File: src/rtl/pair_triple_scanner_if.sv
// Handshake and result bundle for pair_triple_scanner.
// The master side drives start/samples/out_rdy; the slave side is the scanner itself.
interface pair_triple_scanner_if;
  logic       start;
  logic       busy;
  logic       in_val;
  logic       in_rdy;
  logic [2:0] in_data;
  logic       out_val;
  logic       out_rdy;
  logic [7:0] out_count;
  logic       out_any;
  logic [7:0] out_maxrun;

  modport master (
    output start, in_val, in_data, out_rdy,
    input  busy, in_rdy, out_val, out_count, out_any, out_maxrun
  );

  modport slave (
    input  start, in_val, in_data, out_rdy,
    output busy, in_rdy, out_val, out_count, out_any, out_maxrun
  );
endinterface

File: src/rtl/pair_triple_scanner.sv
// Counts 3-bit samples with two or more bits set over a FRAME_LEN frame.
// Optional longest-run tracking is built when PAIR_TRIPLE_SCANNER_MAXRUN_EN is defined.
module pair_triple_scanner #(
  parameter int FRAME_LEN = 4
) (
  input logic                  clk,
  input logic                  rst_n,
  pair_triple_scanner_if.slave bus
);

  typedef enum logic [1:0] {
    IDLE = 2'd0,
    RUN  = 2'd1,
    DONE = 2'd2
  } state_t;

  localparam logic [7:0] LAST_IDX = 8'(FRAME_LEN - 1);

  state_t     state_reg;
  logic [7:0] idx_reg;
  logic [7:0] count_reg;
  logic       any_reg;
  logic       in_rdy_reg;
  logic       out_val_reg;
  logic       busy_reg;

  logic detect;
  logic accept;
  logic frame_start;

  // Majority of three bits: exactly the "two or three ones" patterns.
  assign detect      = (bus.in_data[0] & bus.in_data[1]) |
                       (bus.in_data[0] & bus.in_data[2]) |
                       (bus.in_data[1] & bus.in_data[2]);
  assign accept      = bus.in_val & in_rdy_reg;
  assign frame_start = (state_reg == IDLE) & bus.start;

  always_ff @(posedge clk or negedge rst_n) begin
    if (!rst_n) begin
      state_reg   <= IDLE;
      idx_reg     <= 8'd0;
      count_reg   <= 8'd0;
      any_reg     <= 1'b0;
      in_rdy_reg  <= 1'b0;
      out_val_reg <= 1'b0;
      busy_reg    <= 1'b0;
    end else begin
      case (state_reg)
        IDLE: begin
          if (bus.start) begin
            state_reg  <= RUN;
            idx_reg    <= 8'd0;
            count_reg  <= 8'd0;
            any_reg    <= 1'b0;
            in_rdy_reg <= 1'b1;
            busy_reg   <= 1'b1;
          end
        end
        RUN: begin
          if (accept) begin
            idx_reg <= idx_reg + 8'd1;
            if (detect) begin
              count_reg <= count_reg + 8'd1;
              any_reg   <= 1'b1;
            end
            if (idx_reg == LAST_IDX) begin
              state_reg   <= DONE;
              in_rdy_reg  <= 1'b0;
              out_val_reg <= 1'b1;
            end
          end
        end
        DONE: begin
          // Results stay on the outputs after the handshake until the next start.
          if (bus.out_rdy) begin
            state_reg   <= IDLE;
            out_val_reg <= 1'b0;
            busy_reg    <= 1'b0;
          end
        end
        default: begin
          state_reg   <= IDLE;
          in_rdy_reg  <= 1'b0;
          out_val_reg <= 1'b0;
          busy_reg    <= 1'b0;
        end
      endcase
    end
  end

`ifdef PAIR_TRIPLE_SCANNER_MAXRUN_EN
  logic [7:0] run_reg;
  logic [7:0] maxrun_reg;
  logic [7:0] run_next;

  assign run_next = detect ? run_reg + 8'd1 : 8'd0;

  always_ff @(posedge clk or negedge rst_n) begin
    if (!rst_n) begin
      run_reg    <= 8'd0;
      maxrun_reg <= 8'd0;
    end else if (frame_start) begin
      run_reg    <= 8'd0;
      maxrun_reg <= 8'd0;
    end else if ((state_reg == RUN) && accept) begin
      run_reg <= run_next;
      if (run_next > maxrun_reg) begin
        maxrun_reg <= run_next;
      end
    end
  end

  assign bus.out_maxrun = maxrun_reg;
`else
  logic unused_start;
  assign unused_start   = frame_start;
  assign bus.out_maxrun = 8'd0;
`endif

  assign bus.out_count = count_reg;
  assign bus.out_any   = any_reg;
  assign bus.in_rdy    = in_rdy_reg;
  assign bus.out_val   = out_val_reg;
  assign bus.busy      = busy_reg;

endmodule

File: src/flat_wrapper.sv
// flat-port wrapper written by rule: the top's interface ports become plain ports
module pair_triple_scanner_flat 
#(
  parameter int FRAME_LEN = 4
)
  (clk, rst_n, bus_start, bus_in_val, bus_in_data, bus_out_rdy, bus_busy, bus_in_rdy, bus_out_val, bus_out_count, bus_out_any, bus_out_maxrun);
  pair_triple_scanner_if bus_i ();
  input logic clk;
  input logic rst_n;
  input wire logic [$bits(bus_i.start)-1:0] bus_start;
  input wire logic [$bits(bus_i.in_val)-1:0] bus_in_val;
  input wire logic [$bits(bus_i.in_data)-1:0] bus_in_data;
  input wire logic [$bits(bus_i.out_rdy)-1:0] bus_out_rdy;
  output wire logic [$bits(bus_i.busy)-1:0] bus_busy;
  output wire logic [$bits(bus_i.in_rdy)-1:0] bus_in_rdy;
  output wire logic [$bits(bus_i.out_val)-1:0] bus_out_val;
  output wire logic [$bits(bus_i.out_count)-1:0] bus_out_count;
  output wire logic [$bits(bus_i.out_any)-1:0] bus_out_any;
  output wire logic [$bits(bus_i.out_maxrun)-1:0] bus_out_maxrun;
  assign bus_i.start = bus_start;
  assign bus_i.in_val = bus_in_val;
  assign bus_i.in_data = bus_in_data;
  assign bus_i.out_rdy = bus_out_rdy;
  assign bus_busy = bus_i.busy;
  assign bus_in_rdy = bus_i.in_rdy;
  assign bus_out_val = bus_i.out_val;
  assign bus_out_count = bus_i.out_count;
  assign bus_out_any = bus_i.out_any;
  assign bus_out_maxrun = bus_i.out_maxrun;
  pair_triple_scanner #(.FRAME_LEN(FRAME_LEN)) u_core (.clk(clk), .rst_n(rst_n), .bus(bus_i));
endmodule
File: config.mk
export PLATFORM = sky130hd
export DESIGN_NAME = pair_triple_scanner_flat
export DESIGN_NICKNAME = d
export VERILOG_FILES = /design/src/rtl/pair_triple_scanner_if.sv /design/src/rtl/pair_triple_scanner.sv /design/src/flat_wrapper.sv
export SDC_FILE = /design/constraint.sdc
export NUM_CORES = 1
export LEC_CHECK = 0
export CORE_ASPECT_RATIO = 2
export CORE_MARGIN = 4
export CORE_UTILIZATION = 43
export CTS_CLUSTER_DIAMETER = 200
export DETAILED_ROUTE_END_ITERATION = 8
export HOLD_SLACK_MARGIN = 0.15
export PLACE_DENSITY = 0.72
export SETUP_SLACK_MARGIN = 0.5
export SLEW_MARGIN = 15
export SYNTH_ARGS = -nofsm -noshare
export SYNTH_HDL_FRONTEND = slang
export SYNTH_SLANG_ARGS = --single-unit
export TNS_END_PERCENT = 5
File: constraint.sdc
create_clock -name clk -period 2.39 [get_ports clk]
set_input_delay 0.717 -clock clk [delete_from_list [all_inputs] [get_ports clk]]
set_output_delay 0.717 -clock clk [all_outputs]
set_load 0.1 [all_outputs]
==> results.yml, run 1 <==
detailed_routing:
  via_per_inst: 5.44
  vias: 908
  ant_nets: 0
  routedWlPerCell_um: 14.9
  drt-total-wl_mm: 2.49
  first_pass_iters: 4
  drcViolationCount: 0
  drt-initial-drc-count: 16
placed_design:
  gp_congestion: 0.776
  hpwl_mm: 1.90
  dp_cells: 162
  dpl_worst_slack_ns: 0.153
  portBuffers: 19
cts:
  cts_sinks: 22
  tritoncts: "built"
  clockBufferDepth: 2
  cts_root_buf: "clkbuf_8"
  htreeDepth: 1
  worstSkewPairLatency_ns: 0.27
  path_clk_slew_ns: 0.07
  cts_inserted_buffers: 3
die:
  die_w_um: 45.1
  die_h_um: 82.2
  start_util_pct: 45.5
  core_area_um2: 2600
  row_count: 26
  pin_count: 28
  dieArea_um2: 3710
synth:
  synth_xor_area_share_pct: 4.44
  syn-cell-area_um2: 1180
  syn_avg_cell_area_um2: 10.1
  synth_seq_cells: 22
  synthSimpleGateAreaFrac_pct: 20.4
  synth_area_leaders: "dfrtp_1, buf_4, xor2_1"
  syn_inst: 117
  ys_async_sr_fraction_pct: 100
  synth_top_family_by_area: "simple AND/OR/NAND/NOR gates"
  synth_compound_area_share_pct: 15.1
  synth_edf_count: 0
  yosys_warnings: 0
  synth_top_area_share_pct: 46.5
  synth_top_area_cell: "dfrtp_1"
  synth_flop_cell: "dfrtp_1"
  synth.distinct_cells: 40
  synth_fa_ha_area_share_pct: 3.06
  yosysSeqAreaShare_pct: 46.5
  synthMuxAreaShare_pct: 1.80
worst_setup_path:
  ff2ff_setup_slack_ns: 0.86
  path_class: "in -> reg"
  rr_worst_depth: 4
  crit_required_ns: 2.53
  reg2reg_from: "u_core.state_reg[1]$_DFFE_PN0P_"
  cp.arrival_ns: 2.02
  start_kind: "primary input"
  critPathCaptureType: "flip-flop"
  r2r-end: "u_core.bus.out_count[6]$_DFFE_PN0P_"
  worstPathMaxFanout: 8
cells_and_area:
  multi_input_area_um2: 567
  fin_nets: 150
  fin_cells: 167
  drive_gt1_share_pct: 22.3
  syn2layout_area_growth_pct: 18.9
  mostFrequentLayoutCells: "dfrtp_1, buf_4, nor2_1, nand2_1, conb_1"
  n_fill_cell: 248
  final_common_cell: "dfrtp_1"
  antennaDiodeCount: 0
  seq_area_um2: 554
pwr:
  power.switching_w: 0.000988
  p_int_w: 0.000860
  clkPwrFrac_pct: 12.9
  power_frac_comb_pct: 54.6
  max-vdd-ir-drop_v: 0.000716
  switching_share_pct: 53.5
  p_per_area_nw_per_um2: 1310
  finalPower_w: 0.00185
  seq_power_share_pct: 32.5
  leakage_nw: 0.659
grt:
  grt_pass1_wl_mm: 4.36
  overflow: 0
  grt_max_degree: 23
  gr-usage-met2_pct: 28.0
  antenna_found_initial: 0
  grt_usage_pct: 15.6
  grt_use_met3_pct: 3.25
  use_met1_pct: 17.0
  grt_busiest_layer: "met2"
  grt_pass1_vias: 940
hold_path:
  hold_start: "u_core.bus.out_any$_DFFE_PN0P_"
  min_to: "u_core.bus.out_any$_DFFE_PN0P_"
  min_path_type: "reg -> reg"
  holdPathStages: 2
job:
  maxCapViolCount: 0
sta:
  rsz0062_at_grt: "yes"
  max_freq_mhz: 534
  fin_crit_sh_pct: 78.3
  worst_slack_ns: 0.519
  min_period_ns: 1.87
  fin_skew_ns: 0.00616
  finalSetupTns_ns: 0
  setup_violations: 0
  hold_viol: 0
  drv_slew: 0
run_status:
  status: "complete, no violations"
## cell usage after synthesis, types with 2 or more instances
library cell  number
xor2_1             6
dfrtp_1           22
buf_2              2
ha_1               2
o21ai_1            3
nand4_1            4
buf_4              8
o21ai_0            4
a22o_1             2
nand3_1            4
and3_1             3
a21oi_1            6
inv_1              5
nor2_1             8
nand2b_1           4
nand2_1            8
a31oi_1            3
## area by class of cell
cell class / instances / share of cell area (%)
tap: 28 / 2.49
timing repair buffer: 22 / 13.4
multi-input combinational: 86 / 40.2
clock buffer: 4 / 3.20
sequential: 22 / 39.3
inverter: 5 / 1.33
## power groups by stage
stage / registers (W) / logic, W / clock network, W
final: 0.000600 / 0.00101 / 0.000239
after detailed placement: 0.000608 / 0.000994 / 0
after floorplan: 0.00103 / 0.000370 / 0
after global placement: 0.000597 / 0.000978 / 0
after CTS: 0.000600 / 0.00101 / 0.000244
after global routing: 0.000619 / 0.00107 / 0.000259
## per-stage QoR
step / utilization (%) / hold slack (ns) / area, um2
detailed placement: 51.6 / 0.506 / 1340
global route: 54.1 / 0.552 / 1410
CTS: 53.7 / 0.524 / 1400
finish: 54.1 / 0.512 / 1410
global placement: 51.6 / 0.472 / 1340
floorplan: - / 0.421 / 1210
## repair_timing
action                     in CTS  in global routing
hold buffers                    0                  0
cloned                          0                  0
buffers inserted                1                  0
gates resized for setup         1                  3
setup endpoints to repair       6                  7
pin swaps                       1                  1
## cells by family (layout without fill, tap and decap cells)
logic type | Yosys count | after routing
compound gates | 25 | 25
xor+xnor | 6 | 6
fa+ha+maj | 3 | 3
buf+inv | 16 | 31
flops | 22 | 22
mux | 2 | 2
other cells | 1 | 8
simple gates | 42 | 42
## worst max-delay path by stage
| stage | cells after the start | start | slack [ns] | endpoint |
|---|---|---|---|---|
| 2_1_floorplan | 4 | u_core.bus.out_count[2]$_DFFE_PN0P_ | 0.54 | u_core.bus.out_count[7]$_DFFE_PN0P_ |
| 3_3_place_gp | 5 | bus_in_val | 0.21 | u_core.bus.out_count[7]$_DFFE_PN0P_ |
| 3_5_place_dp | 5 | bus_in_val | 0.15 | u_core.bus.out_count[7]$_DFFE_PN0P_ |
| 4_1_cts | 5 | bus_in_data[1] | 0.53 | u_core.bus.out_count[4]$_DFFE_PN0P_ |
| 5_1_grt | 5 | bus_in_data[1] | 0.46 | u_core.bus.out_count[4]$_DFFE_PN0P_ |
| 6_report | 5 | bus_in_data[2] | 0.52 | u_core.bus.out_count[4]$_DFFE_PN0P_ |
## critical path, cell delays in order
cell             delay, ns
clkdlybuf4s50_1       0.41
maj3_2                0.38
and2_2                0.27
a21oi_1               0.15
mux2i_1               0.09
## layer usage
metal / wire length (um) / vias up / share of wire [%]
met5: 0 / - / 0
met4: 48 / 0 / 1.9
met3: 173 / 7 / 6.9
met2: 1380 / 31 / 55
met1: 894 / 434 / 36
li1: - / 436 / -
Note: power is estimated with default switching activity, not from simulation.
==> run 2: changes to the inputs <==
Settings changed: PLACE_DENSITY 0.72 to 0.74.
Clock period 2.39 ns to 1.67 ns, I/O delays scaled along.
==> run 2 against run 1 <==
Combinational power is 81% higher. Total power increased by 75%. Critical path type is now reg -> out. Critical path depth shrank 4.
==> results.yml, run 2 (synthesized netlist as in run 1, its figures left out) <==
run_status:
  status: "complete, no violations"
sta:
  whs_ns: 0.543
  drv_slew: 0
  fin_crit_sh_pct: 86.8
  setup_violations: 0
  min_period_ns: 1.45
  fin_skew_ns: 0.00462
  max_freq_mhz: 690
  finalSetupTns_ns: 0
  hold_viol: 0
  rsz0062_at_grt: "yes"
  worst_slack_ns: 0.220
cts:
  clockBufferDepth: 2
  cts_sinks: 22
  path_clk_slew_ns: 0.08
  worstSkewPairLatency_ns: 0.26
  cts_inserted_buffers: 3
  htreeDepth: 1
  cts_root_buf: "clkbuf_8"
  tritoncts: "built"
detailed_routing:
  wl_met1_um: 956
  vias: 921
  via_per_inst: 5.23
  drt-initial-drc-count: 28
  routed.top_layer: "met4"
  dr_wl_met2_mm: 1.39
  ant_nets: 0
  drt-total-wl_mm: 2.52
  drcViolationCount: 0
  first_pass_iters: 4
  routedWlPerCell_um: 14.3
  wl_met3_um: 121
die:
  die_h_um: 82.2
  start_util_pct: 45.5
  die_w_um: 45.1
  dieArea_um2: 3710
  row_count: 26
  core_area_um2: 2600
  pin_count: 28
grt:
  grt_max_degree: 23
  grt_pass1_vias: 928
  antenna_found_initial: 0
  overflow: 0
  grt_pass1_wl_mm: 4.31
  grt_usage_pct: 15.7
worst_setup_path:
  critPathSlowestCell: "dfrtp_4"
  path_cells: "buf_12"
  reg2reg_from: "u_core.bus.in_rdy$_DFFE_PN0P_"
  ff2ff_setup_slack_ns: 0.27
  critPathCaptureType: "output port"
  start_kind: "flip-flop"
  r2r-end: "u_core.bus.out_count[4]$_DFFE_PN0P_"
  cpLargestDelayFamily: "flip-flops"
  cp_num_buf_inv: 1
  rr_worst_depth: 5
  path_class: "reg -> out"
  worstPathMaxFanout: 4
  crit_required_ns: 1.17
  critPathMaxStageDelay_ns: 0.51
  cp.arrival_ns: 0.95
cells_and_area:
  mostFrequentLayoutCells: "dfrtp_1, buf_12, buf_4, nand2_1, conb_1"
  syn2layout_area_growth_pct: 41.9
  n_fill_cell: 203
  fin_cells: 176
  fin_area_um2: 1680
  drive_gt1_share_pct: 35.1
  fin_nets: 159
  final_common_cell: "dfrtp_1"
  antennaDiodeCount: 0
placed_design:
  dpl_worst_slack_ns: -0.282
  dp_cells: 166
  hpwl_mm: 1.91
  placed_cell_area_um2: 1540
  portBuffers: 19
  gp_congestion: 0.745
hold_path:
  min_to: "u_core.bus.out_count[7]$_DFFE_PN0P_"
  min_path_type: "reg -> reg"
  hold_start: "u_core.bus.out_count[7]$_DFFE_PN0P_"
  holdPathStages: 1
job:
  maxCapViolCount: 0
pwr:
  max-vdd-ir-drop_v: 0.00165
  p_per_area_nw_per_um2: 1920
  leakage_nw: 0.751
[run 2: final cells by class]
cell class,instances,area (um2),area share [%]
inverter,5,18.8,1.12
clock inverter,1,30.0,1.79
sequential,22,572,34.0
clock buffer,3,41.3,2.46
multi-input combinational,86,587,34.9
tap,28,35.0,2.08
timing repair buffer,31,398,23.7
[run 2: worst register-to-register path, delay by kind of cell, from the launching register on]
family | cells | cell delay, ns
compound gates | 2 | 0.30
buf+inv | 1 | 0.15
flops | 1 | 0.51
mux | 1 | 0.13
simple gates | 1 | 0.24
[run 2: worst max path at each step]
stage,from,endpoint,slack (ns),depth (start not counted)
after floorplan,u_core.bus.in_rdy$_DFFE_PN0P_,u_core.bus.out_count[1]$_DFFE_PN0P_,0.19,4
after global placement,bus_in_data[1],u_core.bus.out_count[1]$_DFFE_PN0P_,-0.24,4
after detailed placement,bus_in_data[1],u_core.bus.out_count[4]$_DFFE_PN0P_,-0.28,5
after CTS,u_core.bus.in_rdy$_DFFE_PN0P_,bus_in_rdy,0.21,1
after global routing,u_core.bus.in_rdy$_DFFE_PN0P_,bus_in_rdy,0.19,1
final,u_core.bus.out_count[1]$_DFFE_PN0P_,bus_out_count[1],0.22,1
[run 2: power by group]
| part | leakage [nW] | switching (W) | internal [W] |
|---|---|---|---|
| Combinational | 0.445 | 0.00113 | 0.000699 |
| Clock | 0.0357 | 0.000175 | 0.000320 |
| Sequential | 0.270 | 0.000203 | 0.000708 |
| Total | 0.751 | 0.00151 | 0.00173 |
[run 2: repair_timing]
item / 4_1_cts / 5_1_grt
setup buffers: 4 / 2
endpoints found under the setup margin: 33 / 33
pin swaps: 10 / 2
hold buffers: 0 / 0
resized for setup: 13 / 4
[run 2: layer usage]
layer	global-route usage, %	vias to the layer above
li1	-	454
met2	27.7	26
met3	2.39	4
met1	17.8	437
met4	7.04	0
met5	0	-
[run 2: metrics by stage]
step / power, W / utilization (%)
final: 0.00323 / 64.6
after global placement: 0.00259 / 59.3
after global routing: 0.00339 / 64.6
after floorplan: 0.00205 / -
after CTS: 0.00322 / 63.9
after detailed placement: 0.00263 / 59.3
